--- src/rtl/lsu_access_ctrl.sv ---
`default_nettype none
// ============================================================================
// lsu_access_ctrl : byte-enabled load/store initiator, splits unaligned
//                   accesses into two word beats and extends load data.
// Revision 1.0
// ============================================================================
module lsu_access_ctrl #(
  parameter int ADDR_W = 32
) (
  input  logic              clk,
  input  logic              reset_n,
  input  logic              req_valid,
  output logic              req_ready,
  input  logic              req_store,
  input  logic [1:0]        req_size,
  input  logic              req_signed,
  input  logic [ADDR_W-1:0] req_addr,
  input  logic [31:0]       req_wdata,
  output logic              resp_valid,
  output logic [31:0]       resp_rdata,
  output logic              mem_we,
  output logic [3:0]        mem_be,
  output logic [ADDR_W-1:0] mem_a,
  output logic [31:0]       mem_wd,
  input  logic [31:0]       mem_rd
);

  typedef enum logic [1:0] {
    S_IDLE  = 2'd0,
    S_BEAT0 = 2'd1,
    S_BEAT1 = 2'd2,
    S_RESP  = 2'd3
  } state_e;

  function automatic logic [3:0] size_mask(input logic [1:0] size);
    case (size)
      2'b00:   return 4'b0001;
      2'b01:   return 4'b0011;
      default: return 4'b1111;
    endcase
  endfunction

  function automatic logic crosses_word(input logic [1:0] size, input logic [1:0] off);
    logic [2:0] nbytes;
    case (size)
      2'b00:   nbytes = 3'd1;
      2'b01:   nbytes = 3'd2;
      default: nbytes = 3'd4;
    endcase
    return (({1'b0, off} + nbytes) > 3'd4);
  endfunction

  // Shift the two captured words down to the access offset, then extend.
  function automatic logic [31:0] load_extend(input logic [31:0] lo, input logic [31:0] hi,
                                              input logic [1:0] size, input logic [1:0] off,
                                              input logic sgn);
    logic [31:0] raw;
    raw = 32'({hi, lo} >> {off, 3'b000});
    case (size)
      2'b00:   return {{24{sgn & raw[7]}}, raw[7:0]};
      2'b01:   return {{16{sgn & raw[15]}}, raw[15:0]};
      default: return raw;
    endcase
  endfunction

  state_e              state_q, state_d;
  logic                store_q, store_d;
  logic [1:0]          size_q, size_d;
  logic                signed_q, signed_d;
  logic [1:0]          off_q, off_d;
  logic [31:0]         wdata_q, wdata_d;
  logic [31:0]         lo_q, lo_d;
  logic [31:0]         hi_q, hi_d;
  logic                req_ready_q, req_ready_d;
  logic                resp_valid_q, resp_valid_d;
  logic [31:0]         resp_rdata_q, resp_rdata_d;
  logic                mem_we_q, mem_we_d;
  logic [3:0]          mem_be_q, mem_be_d;
  logic [ADDR_W-1:0]   mem_a_q, mem_a_d;
  logic [31:0]         mem_wd_q, mem_wd_d;

  logic [1:0]  acc_off;
  logic [3:0]  acc_be;
  logic [31:0] acc_wd;
  logic [3:0]  hi_be;
  logic [31:0] hi_wd;
  logic        cur_split;

  // First-beat lanes come from the incoming request, second-beat lanes are the
  // bits that spill past the top of the word when shifting the captured request.
  assign acc_off   = req_addr[1:0];
  assign acc_be    = size_mask(req_size) << acc_off;
  assign acc_wd    = req_wdata << {acc_off, 3'b000};
  assign hi_be     = 4'(({4'b0000, size_mask(size_q)} << off_q) >> 4);
  assign hi_wd     = 32'(({32'h0, wdata_q} << {off_q, 3'b000}) >> 32);
  assign cur_split = crosses_word(size_q, off_q);

  always_comb begin
    state_d      = state_q;
    store_d      = store_q;
    size_d       = size_q;
    signed_d     = signed_q;
    off_d        = off_q;
    wdata_d      = wdata_q;
    lo_d         = lo_q;
    hi_d         = hi_q;
    req_ready_d  = req_ready_q;
    resp_valid_d = resp_valid_q;
    resp_rdata_d = resp_rdata_q;
    mem_we_d     = mem_we_q;
    mem_be_d     = mem_be_q;
    mem_a_d      = mem_a_q;
    mem_wd_d     = mem_wd_q;

    case (state_q)
      S_IDLE: begin
        if (req_valid) begin
          store_d     = req_store;
          size_d      = req_size;
          signed_d    = req_signed;
          off_d       = acc_off;
          wdata_d     = req_wdata;
          lo_d        = '0;
          hi_d        = '0;
          req_ready_d = 1'b0;
          mem_we_d    = req_store;
          mem_be_d    = acc_be;
          mem_a_d     = {req_addr[ADDR_W-1:2], 2'b00};
          mem_wd_d    = acc_wd;
          state_d     = S_BEAT0;
        end
      end
      S_BEAT0: begin
        if (!store_q) lo_d = mem_rd;
        if (cur_split) begin
          mem_a_d  = mem_a_q + ADDR_W'(4);
          mem_be_d = hi_be;
          mem_wd_d = hi_wd;
          state_d  = S_BEAT1;
        end else begin
          hi_d         = '0;
          mem_we_d     = 1'b0;
          mem_be_d     = 4'b0000;
          resp_valid_d = 1'b1;
          resp_rdata_d = store_q ? 32'h0 : load_extend(lo_d, hi_d, size_q, off_q, signed_q);
          state_d      = S_RESP;
        end
      end
      S_BEAT1: begin
        if (!store_q) hi_d = mem_rd;
        mem_we_d     = 1'b0;
        mem_be_d     = 4'b0000;
        resp_valid_d = 1'b1;
        resp_rdata_d = store_q ? 32'h0 : load_extend(lo_q, hi_d, size_q, off_q, signed_q);
        state_d      = S_RESP;
      end
      S_RESP: begin
        resp_valid_d = 1'b0;
        resp_rdata_d = 32'h0;
        req_ready_d  = 1'b1;
        state_d      = S_IDLE;
      end
      default: state_d = S_IDLE;
    endcase
  end

  always_ff @(posedge clk) begin
    if (!reset_n) begin
      state_q      <= S_IDLE;
      store_q      <= 1'b0;
      size_q       <= 2'b00;
      signed_q     <= 1'b0;
      off_q        <= 2'b00;
      wdata_q      <= 32'h0;
      lo_q         <= 32'h0;
      hi_q         <= 32'h0;
      req_ready_q  <= 1'b1;
      resp_valid_q <= 1'b0;
      resp_rdata_q <= 32'h0;
      mem_we_q     <= 1'b0;
      mem_be_q     <= 4'b0000;
      mem_a_q      <= '0;
      mem_wd_q     <= 32'h0;
    end else begin
      state_q      <= state_d;
      store_q      <= store_d;
      size_q       <= size_d;
      signed_q     <= signed_d;
      off_q        <= off_d;
      wdata_q      <= wdata_d;
      lo_q         <= lo_d;
      hi_q         <= hi_d;
      req_ready_q  <= req_ready_d;
      resp_valid_q <= resp_valid_d;
      resp_rdata_q <= resp_rdata_d;
      mem_we_q     <= mem_we_d;
      mem_be_q     <= mem_be_d;
      mem_a_q      <= mem_a_d;
      mem_wd_q     <= mem_wd_d;
    end
  end

  assign req_ready  = req_ready_q;
  assign resp_valid = resp_valid_q;
  assign resp_rdata = resp_rdata_q;
  assign mem_we     = mem_we_q;
  assign mem_be     = mem_be_q;
  assign mem_a      = mem_a_q;
  assign mem_wd     = mem_wd_q;

endmodule
`default_nettype wire

--- config.mk ---
export PLATFORM = sky130hd
export DESIGN_NAME = lsu_access_ctrl
export DESIGN_NICKNAME = d
export VERILOG_FILES = /design/src/rtl/lsu_access_ctrl.sv
export SDC_FILE = /design/constraint.sdc
export NUM_CORES = 1
export LEC_CHECK = 0
export BUFFER_PORTS_ARGS = -buffer_cell sky130_fd_sc_hd__buf_4
export CORE_AREA = 2 2 151 153
export CTS_BUF_LIST = sky130_fd_sc_hd__clkbuf_4
export CTS_CLUSTER_DIAMETER = 100
export DETAILED_ROUTE_END_ITERATION = 10
export DIE_AREA = 0 0 153 155
export PLACE_DENSITY = 0.75
export SLEW_MARGIN = 5
export SYNTH_ARGS = -nofsm -noshare
export SYNTH_HDL_FRONTEND = slang
export SYNTH_SLANG_ARGS = --single-unit
--- constraint.sdc ---
create_clock -name clk -period 2.7 [get_ports clk]
set_clock_uncertainty 0.1 [all_clocks]
set_input_delay 0.27 -clock clk [delete_from_list [all_inputs] [get_ports clk]]
set_output_delay 0.27 -clock clk [all_outputs]
set_load 0.01 [all_outputs]
==> results.md, run 1 <==
- Multiplexer area fraction after synthesis: 14.54%
- Via count: approximately 12000
- Clock Tree Buf Depth: 2
- FF-to-FF path depth: 11
- WS Path Type: reg2reg
- # IOs: just over 200
- CTS tree: done
- Clk_lat worst skew: about 600 ps
- Status: finished, final reports clean
- DR top layer: met4
- Hold Crit Start: req_addr[31]
- Largest net degree at the start of global routing: 66
- Slew Limit Fails: 0
- Yosys reg bits: 189
- Main flop type after synthesis: dfxtp_1
- Hold depth: 4
- Top cells by area, synth: dfxtp_1, mux2i_1, nor2_1
- Wirelength per Cell: 20.08 µm
- Die Height: 155 µm
- Post-synth cell types: 74
- 1st-pass router iterations: 5
- Largest family of logic cells by synthesized area: compound AO/OA/AOI/OAI gates
- Leading area contributor after synthesis: dfxtp_1
- Leakage: 5.566 nW
- Initial core utilization: 49.20%
- Clock-pin slew on the worst setup and hold paths: 160 ps
- Simple-gate share of the synthesized area: 18.14%
- First-pass GRT wire length: about 59000 µm
- Hold Path Class: in2reg
- TritonCTS Buffers: 17
- Dpl cells: 1744
- Post-route DRC: 0
- Final Cycle Share: about 100%
- Root Buffer: clkbuf_4
- Hold Slack: 33.37 ps
- Max_slew headroom: approximately half
- RSZ-0062 raised after global routing: true
- Aggregate global-route resource usage: roughly 30%
- Worst flop-to-flop path endpoint: hi_q[21]
- Data required time of the critical path: 3070 ps
- Max cap viols: 0
- Mean Syn Cell Area: 8.329 µm²
- Met3 wire length: 2727 µm
- Fraction of layout cells with a size suffix above 1: 26.01%
- Vias per Instance: 6.190
- Gr ovfl total: 0
- XOR/XNOR share of the synthesized area: 0.2517%
- Synth Area in Compound Gates: between 20% and 30%
- Met2 Routed Length: 18720 µm
- Number of port buffers: 203
- Sequential area share after synthesis: 34.60%
- Initial DRC count: 1025
- Die area: 0.02372 mm²
- Total negative setup slack: 0 ps
- Post-synth ARST share: 0%
- Peak supply drop: 0.6312 mV
- Worst Path Arrival: 3070 ps
- Hold Vio Cnt, Final: 0
- Top-area cell type share of the netlist area: 34.60%
- RR Startpoint: size_q[0]
- Fin nets: between 1500 and 2000
- Startpoint Class: register
- Fin crit period: 2693 ps
- WL final: 37710 µm
- Adder-cell area share of the yosys netlist: 0.8696%
- Post-synth EDFFs: 0
- Max Freq: 371.3 MHz
- DP Wirelength: 25570 µm
- Clock Sinks: ~190
- Setup violators final: 0
- Worst R2R Setup Slack: 7 ps
- Post-Place Worst Slack: -125.3 ps
- Detail Route Antenna Nets: 0
- Cell area after synthesis: 0.01094 mm²
- Rows: 55
- PwrDens: 887.4 mW/mm²
- Routability Congestion: 0.9092
- Worst-margin pin slew: 743.0 ps
- Die width: between 150 and 200 µm
- Hold EP: mem_a[31]
- P&R area growth vs syn: 30.71%
- Final Non-Filler Cells: 1878
- Core Area: 0.02223 mm²
- Ys Warns: 0
- H-tree depth: 4
- Final setup margin: 6.997 ps
- Number of global-route vias before repair: 11160
- Initial antenna violation count: 1
- Post-Route M1 WL: 14190 µm
- Critical path endpoint category: register
- Crit path max fanout: 24
- Cells after Synth: 1313
==> synthesized netlist by cell type (5+ instances only) <==
cell / count
a211o_1: 7
a211oi_1: 23
a21o_1: 6
a21oi_1: 89
a221oi_1: 17
a22oi_1: 68
a31oi_1: 14
and3_1: 11
buf_1: 5
buf_2: 34
buf_4: 10
clkbuf_1: 66
dfxtp_1: 189
ha_1: 6
inv_1: 18
mux2_2: 41
mux2i_1: 70
mux4_2: 19
nand2_1: 147
nand2b_1: 14
nand3_1: 20
nand4_1: 12
nor2_1: 149
nor2b_1: 13
nor3_1: 35
nor4_1: 8
o2111ai_1: 14
o211a_1: 13
o211ai_1: 18
o21ai_0: 69
o22ai_1: 22
o32ai_1: 7
==> critical path: stages, from the launching register on <==
cell and delay, ps:
dfxtp_2 360, nor2_4 110, ha_1 140, inv_1 50, fa_2 580, nand2b_4 80, buf_12 140, a311oi_4 450
nand2_2 130, buf_12 180, a22oi_1 190, nor2_1 60
==> layout by cell type (no fill, tap or decap), drive strengths merged, types with 6 or more instances in the layout <==
| master | n |
|---|---|
| a211o | 7 |
| a211oi | 23 |
| a21o | 6 |
| a21oi | 91 |
| a221oi | 18 |
| a22oi | 68 |
| a31oi | 15 |
| and3 | 12 |
| buf | 268 |
| clkbuf | 18 |
| clkinv | 6 |
| dfxtp | 189 |
| dlygate4sd3 | 97 |
| ha | 6 |
| inv | 23 |
| mux2 | 41 |
| mux2i | 70 |
| mux4 | 19 |
| nand2 | 147 |
| nand2b | 14 |
| nand3 | 20 |
| nand4 | 13 |
| nor2 | 150 |
| nor2b | 14 |
| nor3 | 37 |
| nor4 | 9 |
| o2111ai | 14 |
| o211a | 13 |
| o211ai | 18 |
| o21ai | 71 |
| o22ai | 22 |
| o32ai | 7 |
==> worst max path at each step <==
stage	from	endpoint	slack (ps)	cells past startpoint
4_1_cts	size_q[1]	resp_rdata[12]	-10	10
3_5_place_dp	size_q[1]	resp_rdata[28]	-130	9
6_report	size_q[0]	hi_q[21]	7	11
5_1_grt	size_q[0]	hi_q[0]	-80	11
2_1_floorplan	off_q[1]	mem_a[28]	6	11
3_3_place_gp	size_q[0]	resp_rdata[27]	-0.5	9
==> state kept, by name (all words and copies together) (netlist names), 2 cells and up <==
name	cells
mem_be	4
resp_rdata	32
lo_q	32
off_q	2
wdata_q	24
state_q	2
mem_wd	32
size_q	2
mem_a	30
hi_q	24
==> per-stage QoR <==
step	cell area [µm²]	utilization [%]	power [mW]
after floorplan	10980	-	8.053
after global placement	12870	57.92	10.47
after detailed placement	12870	57.92	10.60
after CTS	14140	63.61	12.34
after global routing	14290	64.31	13.46
final	14290	64.31	12.68
==> routing by layer <==
metal  global-route usage [%]  vias to the layer above
li1                         -                     5422
met1                    35.67                     5507
met2                    53.36                      569
met3                    5.515                      126
met4                    17.15                        0
met5                        0                        -
==> where the power goes <==
| group | switching, mW | total, mW | leakage (nW) | internal, mW |
|---|---|---|---|---|
| Clock | 1.07 | 1.64 | 0.152 | 0.567 |
| Combinational | 3.93 | 6.90 | 3.86 | 2.97 |
| Sequential | 0.646 | 4.15 | 1.55 | 3.50 |
| Total | 5.65 | 12.7 | 5.57 | 7.03 |
==> area by class of cell <==
type / count / area (µm²)
Fill cell: 1891 / 7934
Multi-Input combinational cell: 987 / 6655
Sequential cell: 189 / 3795
Timing Repair Buffer: 366 / 3124
Tap cell: 285 / 356.6
Clock inverter: 15 / 162.7
Clock buffer: 17 / 127.6
Inverter: 18 / 70.07
Antenna cell: 1 / 2.502
==> cells by family (layout without fill, tap and decap cells) <==
logic type / Yosys count / in the layout
AO/OA/AOI/OAI: 409 / 409
XOR/XNOR: 1 / 1
adder cells (fa/ha/maj): 7 / 7
buffers and inverters: 138 / 416
flip-flops: 189 / 189
multiplexers: 130 / 130
other: 1 / 3
AND/OR/NAND/NOR: 438 / 438
==> repair_timing <==
item                                    4_1_cts  5_1_grt
setup buffers                                 0        3
pin swaps                                     0        4
resized for setup                             2       25
hold buffers                                 97        0
endpoints found under the setup margin       12       66
gates cloned                                  0        1
hold endpoints to repair                    136        0
No activity file was read; power rests on OpenSTA's default activity.
==> inputs of run 2 (changes only) <==
--- a/config.mk
+++ b/config.mk
@@ -7,7 +7,6 @@
 export LEC_CHECK = 0
 export BUFFER_PORTS_ARGS = -buffer_cell sky130_fd_sc_hd__buf_4
 export CORE_AREA = 2 2 151 153
-export CTS_BUF_LIST = sky130_fd_sc_hd__clkbuf_4
 export CTS_CLUSTER_DIAMETER = 100
 export DETAILED_ROUTE_END_ITERATION = 10
 export DIE_AREA = 0 0 153 155
==> results.md, run 2 (same netlist as run 1, synthesis figures left out) <==
- Max cap viols: 0 (unchanged)
- Die Height: 155 µm (unchanged)
- Most frequent cells in the layout: buf_4, dfxtp_1, nor2_1
- Critical path endpoint category: register
- Hold depth: 3 (-1)
- Number of global-route vias before repair: 10800 (-3.2%)
- Clock Sinks: 189 (unchanged)
- Max_slew headroom: 50.32% (-0.14 points)
- Data required time of the critical path: 2910 ps (-160 ps)
- PwrDens: 967.9 mW/mm² (+9.1%)
- Vias per Instance: 6.242 (+0.85%)
- RR Startpoint: size_q[0]
- Die width: 153 µm (unchanged)
- Aggregate global-route resource usage: 29.84% (-0.77 points)
- Gr ovfl total: 0 (unchanged)
- Wirelength per Cell: 20.05 µm (-0.14%)
- FF-to-FF path depth: 10 (-1)
- WL final: 36240 µm (-3.9%)
- Rows: 55 (unchanged)
- Largest net degree at the start of global routing: 66 (unchanged)
- Detail Route Antenna Nets: 0 (unchanged)
- Status: finished with violations
- Final Cycle Share: 99.04% (-0.70 points)
- # diodes: 0 (-1)
- Hold Vio Cnt, Final: 1 (+1)
- First-pass GRT wire length: 57010 µm (-2.7%)
- Hold Slack: -0.4194 ps (-33.79 ps)
- Max Freq: 374.0 MHz (+0.71%)
- Peak supply drop: 0.6542 mV (+3.6%)
- Fin crit period: 2674 ps (-18.87 ps)
- CTS tree: done
- Clock Tree Buf Depth: 2 (unchanged)
- Hold Path Class: in2reg
- Critical path launch point: size_q[0]
- RSZ-0062 raised after global routing: true
- Failing checks: negative hold slack
- Initial core utilization: 49.20% (unchanged)
- P&R area growth vs syn: 26.73%
- H-tree depth: 4 (unchanged)
- Fraction of layout cells with a size suffix above 1: 26.87% (+0.87 points)
- Clock-pin slew on the worst setup and hold paths: 70 ps (-90 ps)
- WS Path Type: reg2reg
- Clk_lat worst skew: 450 ps (-150 ps)
- Number of port buffers: 203 (unchanged)
- Initial antenna violation count: 0 (-1)
- Core Area: 0.02223 mm² (unchanged)
- Fin nets: 1619 (-4.1%)
- Worst Path Arrival: 2880 ps (-190 ps)
- Commonest non-fill, non-tap cell in the layout: buf_4
- DP Wirelength: 25570 µm (unchanged)
- Slew Limit Fails: 0 (unchanged)
- Startpoint Class: register
- Finished Core Util: 62.35% (-2.0 points)
- 1st-pass router iterations: 6 (+1)
- Setup violators final: 0 (unchanged)
- Dpl cells: 1744 (unchanged)
- # IOs: 206 (unchanged)
- Hold Crit Start: mem_rd[8]
- Worst flop-to-flop path endpoint: hi_q[19]
- Final Non-Filler Cells: 1807 (-3.8%)
- Crit path max fanout: 24 (unchanged)
- Routability Congestion: 0.9092 (unchanged)
- Initial DRC count: 977 (-4.7%)
- Hold EP: hi_q[8]
- Leakage: 5.392 nW (-3.1%)
- Post-route DRC: 0 (unchanged)
- Worst R2R Setup Slack: 30 ps (+20 ps)
- Worst-margin pin slew: 745.2 ps (+2.167 ps)
- Die area: 0.02372 mm² (unchanged)
- Root Buffer: clkbuf_16
- Via count: 11280 (-3.0%)
- TritonCTS Buffers: 17 (unchanged)
==> run 2: worst max-delay path by stage <==
stage,cells after the start,slack (ps),end
2_1_floorplan,11,6,mem_a[28]
3_3_place_gp,9,-0.5,resp_rdata[27]
3_5_place_dp,9,-130,resp_rdata[28]
4_1_cts,10,8,resp_rdata[13]
5_1_grt,11,-30,hi_q[21]
6_report,10,30,hi_q[19]
==> run 2: final cells by class <==
class                           count  area, µm²
Sequential cell                   189       3794
Inverter                           18      70.07
Clock buffer                       19      452.9
Clock inverter                     13      155.1
Timing Repair Buffer              296       2409
Fill cell                        1932       8369
Multi-Input combinational cell    987       6621
Tap cell                          285      356.6
==> run 2: per-stage QoR <==
step	setup WS (ps)	power, mW	setup TNS [ps]	area [µm²]	hold slack [ps]
after floorplan	5.642	8.053	0	10980	306.0
after global placement	-0.4587	10.47	-0.4587	12870	342.3
after detailed placement	-125.3	10.60	-554.9	12870	347.6
after CTS	8.360	13.27	0	13770	0.1577
after global routing	-32.87	14.22	-391.4	13860	5.499
final	25.87	13.41	0	13860	-0.4194
==> run 2: where the power goes <==
group          switching [mW]  leakage (nW)  internal (mW)
Clock                    1.19         0.294           1.44
Combinational            3.81          3.55           2.83
Sequential              0.642          1.55           3.50
==> run 2: critical path: stages, from the launching register on <==
cell and delay (ps):
dfxtp_1 370, buf_4 170, nand2_1 90, fa_2 560, nand2b_4 80, buf_12 140
a311oi_4 450, nand2_2 130, buf_12 180, a22oi_1 200, nor2_1 50
==> run 2: what timing repair did <==
item / 4_1_cts / 5_1_grt
pin swaps: 0 / 5
endpoints found under the setup margin: 12 / 66
hold buffers: 28 / 0
setup buffers: 0 / 3
hold endpoints to repair: 31 / 0
gates resized for setup: 2 / 17
==> run 2: layer usage <==
metal	GRT usage [%]	vias up	routed length [µm]
met5	0	-	0
met4	16.62	0	1883
met3	6.017	103	2689
met2	51.48	541	18030
met1	34.85	5366	13640
li1	-	5270	-
